`src/rtl/booth_mult_pkg.sv`:
```
// Shared types and helpers for the radix-4 Booth multiplier.
// Holds the FSM state encoding, Booth digit codes and the iteration-count helper.
package booth_mult_pkg;

    typedef enum logic [1:0] {
        ST_IDLE = 2'd0,
        ST_RUN  = 2'd1,
        ST_DONE = 2'd2
    } booth_state_e;

    typedef enum logic [2:0] {
        BD_ZERO = 3'd0,
        BD_P1   = 3'd1,
        BD_P2   = 3'd2,
        BD_M1   = 3'd3,
        BD_M2   = 3'd4
    } booth_digit_e;

    // One radix-4 digit per bit pair of the (WIDTH+2)-bit extended multiplier.
    function automatic int iter_of(input int width);
        return width / 2 + 1;
    endfunction

endpackage

```
`src/rtl/booth_r4_enc.sv`:
```
// Radix-4 Booth recoder: turns a multiplier bit triple into a digit and
// forms the matching signed partial product from the extended multiplicand.
module booth_r4_enc
    import booth_mult_pkg::*;
#(
    parameter int WIDTH = 16
) (
    input  logic [2:0]       triple,
    input  logic [WIDTH+1:0] m,
    output logic [WIDTH+3:0] pp
);

    booth_digit_e     digit;
    logic [WIDTH+3:0] m_ext;

    assign m_ext = {{2{m[WIDTH+1]}}, m};

    always_comb begin
        digit = BD_ZERO;
        case (triple)
            3'b001, 3'b010: digit = BD_P1;
            3'b011:         digit = BD_P2;
            3'b100:         digit = BD_M2;
            3'b101, 3'b110: digit = BD_M1;
            default:        digit = BD_ZERO;
        endcase
    end

    always_comb begin
        pp = '0;
        case (digit)
            BD_P1:   pp = m_ext;
            BD_P2:   pp = m_ext << 1;
            BD_M1:   pp = -m_ext;
            BD_M2:   pp = -(m_ext << 1);
            default: pp = '0;
        endcase
    end

endmodule

```
`src/rtl/booth_mult_r4.sv`:
```
// Sequential radix-4 Booth multiplier with start/busy/ready handshake.
// Fixed latency of ITER cycles; the product register holds until the next completion.
module booth_mult_r4
    import booth_mult_pkg::*;
#(
    parameter int WIDTH = 16
) (
    input  logic               clk,
    input  logic               rst_n,
    input  logic               start,
    input  logic               signed_mode,
    input  logic [WIDTH-1:0]   a,
    input  logic [WIDTH-1:0]   b,
    output logic               busy,
    output logic               ready,
    output logic [2*WIDTH-1:0] c
);

    localparam int ITER = iter_of(WIDTH);
    localparam int CW   = $clog2(ITER);
    localparam int AW   = 2 * WIDTH + 4;

    booth_state_e     state_q, state_d;
    logic [CW-1:0]    cnt_q, cnt_d;
    logic [AW-1:0]    acc_q, acc_d;
    logic [WIDTH+1:0] m_q, m_d;
    logic [WIDTH+2:0] b_q, b_d;
    logic             busy_q, busy_d;
    logic             ready_q, ready_d;
    logic [2*WIDTH-1:0] c_q, c_d;

    logic [WIDTH+3:0] pp;
    logic [AW-1:0]    pp_aligned;
    logic [AW-1:0]    acc_sum;
    logic [AW-1:0]    acc_shr;
    logic             last_step;

    booth_r4_enc #(.WIDTH(WIDTH)) u_enc (
        .triple (b_q[2:0]),
        .m      (m_q),
        .pp     (pp)
    );

    // Partial products enter at bit WIDTH+2 so that after ITER shifts of two
    // the first one lands at bit 0; the running sum always fits AW signed bits.
    assign pp_aligned = {{WIDTH{pp[WIDTH+3]}}, pp} << (WIDTH + 2);
    assign acc_sum    = acc_q + pp_aligned;
    assign acc_shr    = {{2{acc_sum[AW-1]}}, acc_sum[AW-1:2]};
    assign last_step  = (cnt_q == CW'(ITER - 1));

    always_comb begin
        state_d = state_q;
        cnt_d   = cnt_q;
        acc_d   = acc_q;
        m_d     = m_q;
        b_d     = b_q;
        busy_d  = busy_q;
        ready_d = ready_q;
        c_d     = c_q;
        case (state_q)
            ST_RUN: begin
                acc_d = acc_shr;
                b_d   = b_q >> 2;
                cnt_d = cnt_q + 1'b1;
                if (last_step) begin
                    state_d = ST_DONE;
                    busy_d  = 1'b0;
                    ready_d = 1'b1;
                    cnt_d   = '0;
                    c_d     = acc_shr[2*WIDTH-1:0];
                end
            end
            default: begin
                if (start) begin
                    state_d = ST_RUN;
                    busy_d  = 1'b1;
                    ready_d = 1'b0;
                    cnt_d   = '0;
                    acc_d   = '0;
                    m_d     = {{2{signed_mode & a[WIDTH-1]}}, a};
                    b_d     = {{2{signed_mode & b[WIDTH-1]}}, b, 1'b0};
                end
            end
        endcase
    end

    always_ff @(posedge clk) begin
        if (!rst_n) begin
            state_q <= ST_IDLE;
            cnt_q   <= '0;
            acc_q   <= '0;
            m_q     <= '0;
            b_q     <= '0;
            busy_q  <= 1'b0;
            ready_q <= 1'b0;
            c_q     <= '0;
        end else begin
            state_q <= state_d;
            cnt_q   <= cnt_d;
            acc_q   <= acc_d;
            m_q     <= m_d;
            b_q     <= b_d;
            busy_q  <= busy_d;
            ready_q <= ready_d;
            c_q     <= c_d;
        end
    end

    assign busy  = busy_q;
    assign ready = ready_q;
    assign c     = c_q;

endmodule
```
`config.mk`:
```
export PLATFORM = sky130hd
export DESIGN_NAME = booth_mult_r4
export DESIGN_NICKNAME = d
export VERILOG_FILES = /design/src/rtl/booth_mult_pkg.sv /design/src/rtl/booth_r4_enc.sv /design/src/rtl/booth_mult_r4.sv
export SDC_FILE = /design/constraint.sdc
export NUM_CORES = 1
export LEC_CHECK = 0
export CAP_MARGIN = 20
export CORE_UTILIZATION = 50
export DETAILED_ROUTE_END_ITERATION = 12
export PLACE_DENSITY = 0.85
export SYNTH_ARGS = -nofsm -noshare
export SYNTH_HDL_FRONTEND = slang
export SYNTH_SLANG_ARGS = --single-unit
```
`constraint.sdc`:
```
create_clock -name clk -period 4 [get_ports clk]
set_clock_uncertainty 0.05 [all_clocks]
set_input_delay 0.4 -clock clk [delete_from_list [all_inputs] [get_ports clk]]
set_output_delay 0.4 -clock clk [all_outputs]
set_load 0.01 [all_outputs]
```
==> results of run 1 <==
sequential cells by signal, indices dropped and copies added (netlist names):
name / count
acc_q: 32
c: 32
b_q: 18
m_q: 17
cnt_q: 4
ready: 1
state_q: 1
critical path: stages, from the launching register on:
cell and delay [ns]:
dfxtp_2 0.33, inv_2 0.08, ha_4 0.14, or4b_4 0.53, or3_4 0.43, nand2_4 0.10, xnor2_4 0.07, a221oi_2 0.25
a21oi_1 0.07, ha_1 0.35, a21oi_2 0.19, o21ai_4 0.10, a2111oi_4 0.38, o31ai_4 0.10, o31ai_2 0.23, xor2_1 0.12
or3_1 0.33, a31oi_1 0.13
worst min path at each step:
stage | to | slack [ns] | cells after the start
floorplan | c[0] | 0.38 | 2
global placement | c[2] | 0.39 | 2
detailed placement | c[1] | 0.40 | 2
CTS | c[13] | 0.41 | 2
global route | c[2] | 0.42 | 2
finish | c[13] | 0.40 | 2
logic make-up after synthesis:
family	after synthesis	synth area share (%)
and+or+nand+nor	287	23.0
AOI/OAI and AO/OA	206	23.1
DFF	105	35.0
buffers and inverters	70	4.82
xor gates and xnor gates	32	4.67
muxes	26	4.86
adders and majority gates	21	4.51
repair_timing:
action                                  in CTS  in global routing
endpoints found under the setup margin       5                 11
gates resized for setup                     16                 34
pin swaps                                    4                 14
setup buffers                                2                  5
through the flow:
step	setup WS (ns)	hold slack, ns	setup TNS (ns)	cells	instance area (µm²)
floorplan	-0.0249	0.382	-0.0249	747	6000
global placement	-0.0843	0.393	-0.0843	950	7020
detailed placement	-0.210	0.395	-0.422	950	7020
CTS	0.000303	0.408	0	968	7430
global route	-0.239	0.424	-0.525	973	7680
finish	-0.0638	0.404	-0.0638	973	7680
power groups by stage:
stage	combinational [mW]	clock, mW	sequential [mW]
2_1_floorplan	0.376	0	1.12
3_3_place_gp	0.528	0	1.13
3_5_place_dp	0.538	0	1.14
4_1_cts	0.556	0.989	1.11
5_1_grt	0.666	1.04	1.12
6_report	0.613	0.977	1.12
synthesized netlist by cell type (all sizes together) (2+ instances only):
cell type | n | area, µm²
a211o | 2 | 17.5
a211oi | 7 | 52.6
a21boi | 52 | 390
a21o | 5 | 37.5
a21oi | 59 | 295
a221oi | 8 | 70.1
a22oi | 2 | 15.0
a31oi | 8 | 50.1
and2 | 7 | 43.8
buf | 14 | 78.8
clkbuf | 48 | 180
dfxtp | 105 | 2100
ha | 20 | 250
inv | 7 | 26.3
mux2 | 5 | 56.3
mux2i | 19 | 190
mux4 | 2 | 45.0
nand2 | 153 | 574
nand2b | 8 | 50.1
nand3 | 7 | 35.0
nand3b | 19 | 143
nor2 | 35 | 131
nor2b | 19 | 119
nor3 | 11 | 65.1
nor3b | 12 | 90.1
nor4 | 3 | 25.0
o211a | 16 | 160
o211ai | 3 | 27.5
o21a | 3 | 22.5
o21ai | 29 | 145
o31ai | 3 | 22.5
or2 | 2 | 12.5
or3 | 3 | 18.8
xnor2 | 20 | 175
xor2 | 12 | 105
cell usage in the layout (no fill, tap or decap), types with 16 or more instances in the layout:
cell type        Yosys  layout
a21boi_0            52      50
a21oi_1             59      51
dfxtp_1            105     103
clkdlybuf4s50_1      0      67
o21ai_0             28      27
mux2i_1             19      19
xnor2_1             20      18
nand3b_1            19      19
nor2b_1             19      18
buf_4                0      57
nand2_1            153     151
o211a_1             16      16
nor2_1              35      34
ha_1                20      18
layer usage:
| metal | share of wire (%) | GRT usage (%) |
|---|---|---|
| met1 | 44 | 30.1 |
| met2 | 49 | 41.1 |
| met3 | 4.9 | 6.70 |
| met4 | 2.7 | 7.66 |
| met5 | 0 | 0 |
cell type report:
| type | instances | area [µm²] |
|---|---|---|
| Tap cell | 143 | 179 |
| Sequential cell | 105 | 2100 |
| Timing Repair Buffer | 129 | 1170 |
| Clock buffer | 11 | 243 |
| Multi-Input combinational cell | 572 | 3870 |
| Inverter | 8 | 30.0 |
| Clock inverter | 5 | 86.3 |
| Fill cell | 887 | 3890 |
==> impl_metrics.ini, run 1 <==
[outcome]
status = complete, but fails checks
violations = DRC, setup timing

[power_and_ir_drop]
swShare_pct = 28.2
p_leak_nw = 3.08
total_power_mw = 2.71
comb_power_share_pct = 22.7
power_frac_seq_pct = 41.2
p_per_area_mw_per_mm2 = 352
p_sw_mw = 0.764
ir_worst_vdd_mv = 0.401
pwr-share-clk_pct = 36.1
power.internal_mw = 1.94

[clocking]
cts.sinks = 105
cts_htree_levels = 3
cts_tree = done
root_buffer = clkbuf_16
cts.clk_slew.worst_paths_ns = 0.07
cts-hold-fix-buffers = 0
ctsLongestPathBuffers = 2
clock_latency_ns = 0.35
cts_made_buffers = 9

[timing]
max_freq_mhz = 246
worst_slack_ns = -0.0638
hold_viol = 0
finalMaxSlewViolations = 0
fin_crit_sh_pct = 102
rsz0062_at_grt = yes
max_slew_margin_pct = 56.2
finalSetupViolations = 1
period_needed_ns = 4.06
tightest_slew_ns = 0.656

[worst_setup_path]
path_max_fanout = 5
crit_path_start = m_q[1]
path_class = reg -> reg
r2r_end = acc_q[34]
cp.arrival_ns = 4.29
regToRegStartpoint = m_q[1]
end_kind = register
crit_end = acc_q[34]
r2r_cells = 17
r2r_slack_ns = -0.06
required_ns = 4.23
cp-start-kind = register

[detailed_routing]
via_per_inst = 5.70
dr_total_vias = 5545
dr.pass1.iters = 9
drt_iter0_drc = 404
antenna_left = 0
drc_errors = 2
routed_wl_mm = 15.3
wl_per_cell_um = 15.7

[final_layout]
fin_util_pct = 66.4
syn2layout_area_growth_pct = 28.0
fin_nets = 882
post_route_cells_drive_above_1_share_pct = 15.8
diodes = 0

[hold_path]
min_path_type = reg -> reg
hp-start = c[13]

[placed_design]
dp_hpwl_mm = 10.1
port_buffers = 69
place_congestion = 0.933

[synthesis]
syn-cell-area_mm2 = 0.00600
synth_flop_cell = dfxtp_1
syn_inst = 747
ys_ff_latch = 105
synth_enable_flop_cells = 0
yosysWarnings = 0
synth_cell_types = 60
synth_nets = 804
avgSynthCellArea_um2 = 8.03
async_flop_share_pct = 0
ys_seq_area_share_pct = 35.0

[grt]
overflow = 0
grt_usage_pct = 24.4
grt_pass1_wl_mm = 24.6
antenna_found_initial = 0
grt_max_degree = 51
grt_pass1_vias = 5208

[floorplanning]
die_w_um = 112
initial_core_util_pct = 51.9
core_area_mm2 = 0.0116
std_cell_rows = 39
ios = 70
dieArea_mm2 = 0.0124
die_h_um = 112

[flow_run]
cap_violations = 0
Power figures use the tool's default switching activity.
==> inputs of run 2 (changes only) <==
Settings changed: CORE_ASPECT_RATIO set to 0.5, CORE_MARGIN set to 2, CTS_CLUSTER_DIAMETER set to 200.
==> run 2 against run 1 <==
Compared with the run above:
- the run now ends clean
- routed wire length is 1.9% higher
- combinational power is 5.1% higher
- setup slack better by 0.13 ns
- die area is 4.0% higher
- first-iteration DRC count is 22% higher
- non-clock buffer count is 6 higher
- utilization is 0.15 points lower
- sequential power hardly changed
- cell count is 2.8% higher
- cell area is 1.5% higher
- total power is 0.51% lower
- critical path type unchanged
==> impl_metrics.ini, run 2 (synthesized netlist as in run 1, its figures left out) <==
[worst_setup_path]
critPathMaxStageDelay_ns = 0.47
r2r_slack_ns = 0.07
required_ns = 4.22
cp.arrival_ns = 4.16
r2r_cells = 17
path_max_fanout = 3
path_class = reg -> reg
end_kind = register
regToRegStartpoint = m_q[1]
cp-start-kind = register
r2r_end = acc_q[34]
cp_slowest_cell = mux4_2
path_cells = buf_4 > nor3_4 > or3b_4 > buf_4 > nor2_1 > xor2_1 > mux2i_1 > mux4_2 > ha_2 > nand2_1 > a211oi_2 > nor2_2 > o31ai_4 > o31ai_2 > xor2_1 > or3_1 > a31oi_1

[detailed_routing]
via_per_inst = 5.62
wl_per_cell_um = 15.6
drt_iter0_drc = 491
routed_wl_mm = 15.6
dr.pass1.iters = 6
dr_total_vias = 5618
antenna_left = 0
drc_errors = 0

[floorplanning]
die_h_um = 81.5
ios = 70
std_cell_rows = 28
dieArea_mm2 = 0.0129
die_w_um = 159
core_area_mm2 = 0.0118
initial_core_util_pct = 51.0

[placed_design]
dp.cells = 978
place_congestion = 0.897
port_buffers = 69
dpl-instance-area_mm2 = 0.00708
dp_hpwl_mm = 10.3

[flow_run]
cap_violations = 0

[grt]
grt-busiest-layer = met2
grt_util_met3_pct = 4.44
grt_pass1_vias = 5084
met1_usage_pct = 30.0
grtUsageMet2_pct = 39.4
grt_pass1_wl_mm = 24.4
grt_max_degree = 59
grt_usage_pct = 22.9
overflow = 0
antenna_found_initial = 0

[power_and_ir_drop]
total_power_mw = 2.69
swShare_pct = 29.1
power.internal_mw = 1.91
pwr-share-clk_pct = 34.7
power_frac_seq_pct = 41.3
p_per_area_mw_per_mm2 = 345
p_leak_nw = 3.10
ir_worst_vdd_mv = 0.256
comb_power_share_pct = 23.9
p_sw_mw = 0.784

[timing]
rsz0062_at_grt = yes
finalMaxSlewViolations = 0
max_freq_mhz = 254
tightest_slew_ns = 0.789
finalSetupViolations = 0
fin_tns_setup_ns = 0
hold_viol = 0
fin_crit_sh_pct = 98.3
period_needed_ns = 3.93
max_slew_margin_pct = 47.4

[final_layout]
final_cells = 1000
fin_nets = 888
diodes = 0
design_area_mm2 = 0.00780
post_route_cells_drive_above_1_share_pct = 17.4
syn2layout_area_growth_pct = 30.0
final_common_cell = nand2_1
mostFrequentLayoutCells = nand2_1, dfxtp_1, clkdlybuf4s50_1, buf_4, a21oi_1

[clocking]
cts.clk_slew.worst_paths_ns = 0.07
clock_latency_ns = 0.35
cts_tree = done
cts_made_buffers = 9
ctsLongestPathBuffers = 2
root_buffer = clkbuf_16
cts.sinks = 105
cts_htree_levels = 3

[hold_path]
hp-start = c[11]
min_path_type = reg -> reg
holdPathEnd = c[11]
holdPathStages = 2

[outcome]
status = finished, final reports clean
## run 2: cell types whose count changed in the layout (fill, tap and decap cells not counted), sizes merged
cell / change
buf: +6
bufinv: -1
clkinv: -1
inv: +1
## run 2: final cells by class
type,count,area (µm²)
Clock buffer,11,253
Timing Repair Buffer,135,1200
Inverter,8,30.0
Sequential cell,105,2100
Clock inverter,4,56.3
Multi-Input combinational cell,572,3950
Fill cell,939,3980
Tap cell,165,206
## run 2: worst max path at each step
stage / from / endpoint / cells after the start / slack, ns
finish: m_q[1] / acc_q[34] / 17 / 0.07
detailed placement: m_q[1] / acc_q[34] / 17 / -0.24
floorplan: m_q[5] / acc_q[34] / 18 / -0.02
global route: m_q[1] / c[28] / 20 / -0.15
global placement: m_q[1] / acc_q[34] / 17 / -0.08
CTS: m_q[1] / acc_q[34] / 17 / 0.01
## run 2: critical path, delay by kind of cell (launching register included)
kind / cells / cell delay (ns)
DFF: 1 / 0.33
and+or+nand+nor: 6 / 1.18
AOI/OAI and AO/OA: 4 / 0.70
buffers and inverters: 2 / 0.30
adders and majority gates: 1 / 0.34
muxes: 2 / 0.56
xor gates and xnor gates: 2 / 0.37
## run 2: layer usage
metal,vias up,share of wire [%],wire (µm)
met5,-,0,0
met4,0,1.1,165
met3,17,5.6,880
met2,142,47,7390
met1,2695,46,7170
li1,2764,-,-
## run 2: through the flow
stage / hold WS (ns) / util, % / worst slack [ns]
6_report: 0.407 / 66.2 / 0.0689
5_1_grt: 0.429 / 66.2 / -0.149
4_1_cts: 0.410 / 63.2 / 0.0104
3_5_place_dp: 0.400 / 60.2 / -0.235
3_3_place_gp: 0.397 / 60.2 / -0.0767
2_1_floorplan: 0.382 / - / -0.0249
## run 2: timing repair
action                     in CTS  in global routing
cloned                          0                  0
pin swaps                       3                 22
hold endpoints to repair        0                  0
setup endpoints to repair       5                 10
hold buffers                    0                  0
setup buffers                   0                  6
gates resized for setup        10                 53
## run 2: power groups by stage
stage               sequential, mW  clock [mW]  combinational (mW)
floorplan                     1.12           0               0.376
global placement              1.13           0               0.536
detailed placement            1.13           0               0.549
CTS                           1.11       0.946               0.565
global route                  1.12       0.982               0.699
finish                        1.11       0.935               0.644
==> inputs of run 3 (changes only) <==
Settings changed: CTS_CLUSTER_SIZE set to 25.
==> results of run 3 <==
Final layout, timing and power as in run 2 (identical DEF).
==> edit 1, RTL diff (settings of run 1) <==
`WIDTH` is set to 16 in 2 places; all go to 32.
--- a/src/rtl/booth_r4_enc.sv
+++ b/src/rtl/booth_r4_enc.sv
@@ -5,3 +5,3 @@
 #(
-    parameter int WIDTH = 16
+    parameter int WIDTH = 32
 ) (
--- a/src/rtl/booth_mult_r4.sv
+++ b/src/rtl/booth_mult_r4.sv
@@ -5,3 +5,3 @@
 #(
-    parameter int WIDTH = 16
+    parameter int WIDTH = 32
 ) (
Interface: changed (resized a, b and c); port bits go from 70 to 134. The function was not compared with the original's and may differ.
==> edit 1 against run 1 <==
- the flow finishes with violations (negative setup slack)
- area after synthesis increased by 85%
- combinational power is 92% higher
- hold slack worse by 0.089 ns
- wire length is 110% higher
- die area is 83% higher
- non-clock buffer count grew 154
- sequential cell count rose by 97
- power increased by 99%
- setup slack lost 0.45 ns
- final area is 91% higher
- critical path type unchanged
- highest routed layer unchanged
==> edit 1: results <==
set metrics [dict create \
    synth.area.top_cells "dfxtp_1, nand2_1, a21oi_1, nor2_1, ha_1" \
    status "finished with violations" \
    cts_buffers 23 \
    cp_max_fo 4 \
    violations "negative setup slack" \
    setup_tns_ns -6.13 \
    grt_max_degree 127 \
    grt_util_met1_pct 37.1 \
    grt_pass1_wl_mm 51.1 \
    grt_util_met3_pct 3.46 \
    final_util_pct 67.1 \
    yosysUniqueCellTypes 67 \
    routabilityCongestion 0.932 \
    leakage_nw 5.71 \
    grt.total_usage_pct 27.5 \
    holdPathStages 3 \
    clk_latency_ns 0.52 \
    setup_ws_ns -0.509 \
    dp_slack_ns -0.454 \
    hp-class "in -> reg" \
    ir_worst_vdd_mv 0.291 \
    drtIter0Drc 867 \
    synth_nets 1566 \
    synthTopCellsByCount "nand2_1, dfxtp_1, a21oi_1" \
    finalSetupViolations 30 \
]
[edit 1: cell count changes after synthesis, moves of 16 or more]
cell / change
clkbuf_1: +51
a22oi_1: +27
a21oi_1: +122
or3_1: +17
nand2_1: +121
nor2_1: +91
a211oi_1: +27
ha_1: +16
o21ai_0: +49
and3_1: +17
nand3_1: +21
a21boi_0: -47
dfxtp_1: +97
[edit 1: worst paths after layout]
check	from	end
setup / recovery	m_q[5]$_SDFFE_PN0P_	acc_q[66]$_SDFFE_PN0P_
hold reg to reg	c[27]$_SDFFE_PN0P_	c[27]$_SDFFE_PN0P_
setup reg to reg	m_q[5]$_SDFFE_PN0P_	acc_q[66]$_SDFFE_PN0P_
hold / removal	start	b_q[3]$_SDFFE_PN0P_
[edit 1: power groups by stage]
stage	registers (mW)	clock network, mW	logic, mW
final	2.14	2.06	1.18
after detailed placement	2.18	0	1.07
after CTS	2.14	2.08	1.11
after global placement	2.18	0	1.05
after floorplan	2.17	0	0.663
after global routing	2.15	2.16	1.28
[edit 1: worst max-delay path, delay by kind of cell, from the launching register on]
family / cells / cell delay [ns]
simple gates: 8 / 2.06
fa+ha+maj: 1 / 0.37
flops: 1 / 0.32
compound gates: 8 / 1.41
xor+xnor: 2 / 0.23
[edit 1: logic make-up after synthesis]
group / after synthesis / synth area share, %
DFF: 202 / 36.4
adders and majority gates: 37 / 4.24
and+or+nand+nor: 591 / 25.1
xor gates and xnor gates: 57 / 4.50
AOI/OAI and AO/OA: 417 / 22.4
buffers and inverters: 124 / 4.34
muxes: 33 / 2.98
[edit 1: per-layer routing]
layer,wire [um],vias to the layer above
met5,0,-
met4,765,0
met3,2260,62
met2,15100,467
met1,13900,5364
li1,-,5551
[edit 1: what timing repair did]
action / in CTS / in global routing
gates cloned: 0 / 0
gates resized for setup: 33 / 39
pin swaps: 22 / 24
setup buffers: 8 / 4
setup endpoints to repair: 30 / 42
[edit 1: area by class of cell]
class                           count  share of cell area [%]
Clock buffer                       36                    4.60
Clock inverter                      2                   0.342
Inverter                           17                   0.470
Multi-Input combinational cell   1135                    47.3
Sequential cell                   202                    27.6
Tap cell                          280                    2.39
Timing Repair Buffer              283                    17.2
[edit 1: metrics by stage]
stage / area (um^2) / cells
global route: 14600 / 1955
finish: 14600 / 1955
detailed placement: 13500 / 1904
floorplan: 11100 / 1461
CTS: 14400 / 1949
global placement: 13500 / 1904
==> edit 2, RTL diff (settings of run 1) <==
Made on the original files. Make the reset (`rst_n`) asynchronous in one clocked block.
--- a/src/rtl/booth_mult_r4.sv
+++ b/src/rtl/booth_mult_r4.sv
@@ -86,3 +86,3 @@
 
-    always_ff @(posedge clk) begin
+    always_ff @(posedge clk or negedge rst_n) begin
         if (!rst_n) begin
Function: differs if rst_n is asserted again (counterexample within 4 cycles, from zero or initial values and one cycle with rst_n low); with rst_n held inactive, the same outputs for 10 cycles.
==> edit 2 against run 1 <==
- the flow finishes with violations (design-rule violations)
- area after synthesis rose by 0.44%
- fmax rose by 6.3%
- setup slack improved by 0.24 ns
- final area fell by 3.1%
- wire length fell by 5.3%
- non-clock buffer count fell by 22
- sequential cell count did not move
Power is not compared: it rests on default switching activity, and its combinational part moved more than twofold at a synthesized area within 25%.
==> edit 2: results <==
set metrics [dict create \
    final_layout_size_suffix_gt1_share_pct 14.4 \
    synthCells 674 \
    synth.area.top_cells "dfrtp_1, nand2_1, o21ai_0, ha_1, mux2i_1" \
    routabilityCongestion 0.906 \
    worst_pin_slew_ns 0.756 \
    dp_hpwl_mm 10.2 \
    violations "design-rule violations" \
    synthArstFlopShare_pct 100 \
    hp-class "in -> async" \
    routedWlPerCell_um 16.2 \
    worstReg2RegEnd "acc_q[31]$_DFFE_PN0P_" \
    r2r_start "m_q[0]$_DFFE_PN0P_" \
    grt_pass1_wl_mm 24.4 \
    ys_seq_area_share_pct 43.6 \
    crit_type "reg -> reg" \
    numPortBuffers 69 \
    reg2reg_slack_ns 0.18 \
    routed_via_density 5.75 \
    drtIter0Drc 328 \
    yosysUniqueCellTypes 54 \
    fin_nets 804 \
    synth_nets 731 \
    drc 3 \
    arrival_ns 4.00 \
    ctsLongestPathBuffers 2 \
    hold-worst-slack_ns 0.0313 \
    cts-root-buf "clkbuf_16" \
    synth_ff_type "dfrtp_1" \
    status "finished with violations" \
    dp.cells 878 \
    grt_pass1_vias 5155 \
    vias 5146 \
    synthTopCellsByCount "nand2_1, dfrtp_1, o21ai_0" \
    grt.total_usage_pct 24.2 \
    grt_max_degree 73 \
]
edit 2: critical path: stages (launching register included):
cell and delay [ns]:
dfrtp_1 0.41, or4_4 0.55, buf_4 0.18, nor4_4 0.20, xnor2_2 0.17, nand2_1 0.08, a21oi_1 0.14, a21oi_1 0.06
a21oi_1 0.16, ha_1 0.30, nand3_1 0.12, nand3b_1 0.11, a211oi_2 0.25, o31ai_2 0.14, a221o_1 0.35, a21oi_2 0.15
xor2_1 0.17, o21ai_0 0.09
edit 2: power groups by stage:
stage | Combinational, mW | Clock (mW) | Sequential (mW)
3_5_place_dp | 3.98 | 0 | 1.93
5_1_grt | 4.65 | 0.951 | 1.99
3_3_place_gp | 3.81 | 0 | 1.90
4_1_cts | 4.00 | 0.915 | 1.92
6_report | 4.17 | 0.892 | 1.92
2_1_floorplan | 2.71 | 0 | 1.92
edit 2: repair_timing:
| item | in CTS | in global routing |
|---|---|---|
| setup buffers | 0 | 1 |
| setup endpoints to repair | 0 | 11 |
| gates resized for setup | 0 | 25 |
| hold buffers | 0 | 0 |
edit 2: final cells by class:
type                    count  area (um^2)
fillers                   942         4130
multi-input cells         513         3320
flip-flops and latches    105         2630
repair buffers            107          968
clock buffers              10          239
well taps                 143          179
clock inverters             6         61.3
inverters                  11         41.3
edit 2: stage by stage:
stage                     setup slack [ns]  setup TNS, ns  util [%]  cell area, um^2
after floorplan                      0.119              0         -             6020
after global placement               0.150              0      60.4             6990
after detailed placement            0.0421              0      60.4             6990
after CTS                           0.0453              0      63.0             7290
after global routing               -0.0388        -0.0408      64.3             7440
final                                0.178              0      64.3             7440
edit 2: worst max-delay path by stage:
stage	end	depth (start not counted)
floorplan	acc_q[34]$_DFFE_PN0P_	18
global placement	acc_q[34]$_DFFE_PN0P_	17
detailed placement	acc_q[31]$_DFFE_PN0P_	17
CTS	acc_q[31]$_DFFE_PN0P_	17
global route	acc_q[34]$_DFFE_PN0P_	17
finish	acc_q[31]$_DFFE_PN0P_	17
edit 2: kinds of logic (layout without fill, tap and decap cells):
group | count (synthesis) | in the layout | synth area share [%]
buffers and inverters | 56 | 134 | 3.82
and+or+nand+nor | 251 | 251 | 19.5
DFF | 105 | 105 | 43.6
adders and majority gates | 21 | 21 | 4.49
AOI/OAI and AO/OA | 162 | 162 | 15.8
xor gates and xnor gates | 36 | 36 | 5.23
muxes | 43 | 43 | 7.54
edit 2: layer usage:
metal	vias to the layer above	track usage (%)	part of all wire, %
met5	-	0	0
met4	0	8.92	2.1
met3	30	6.21	5.0
met2	147	41.4	50
met1	2492	29.5	43
li1	2477	-	-
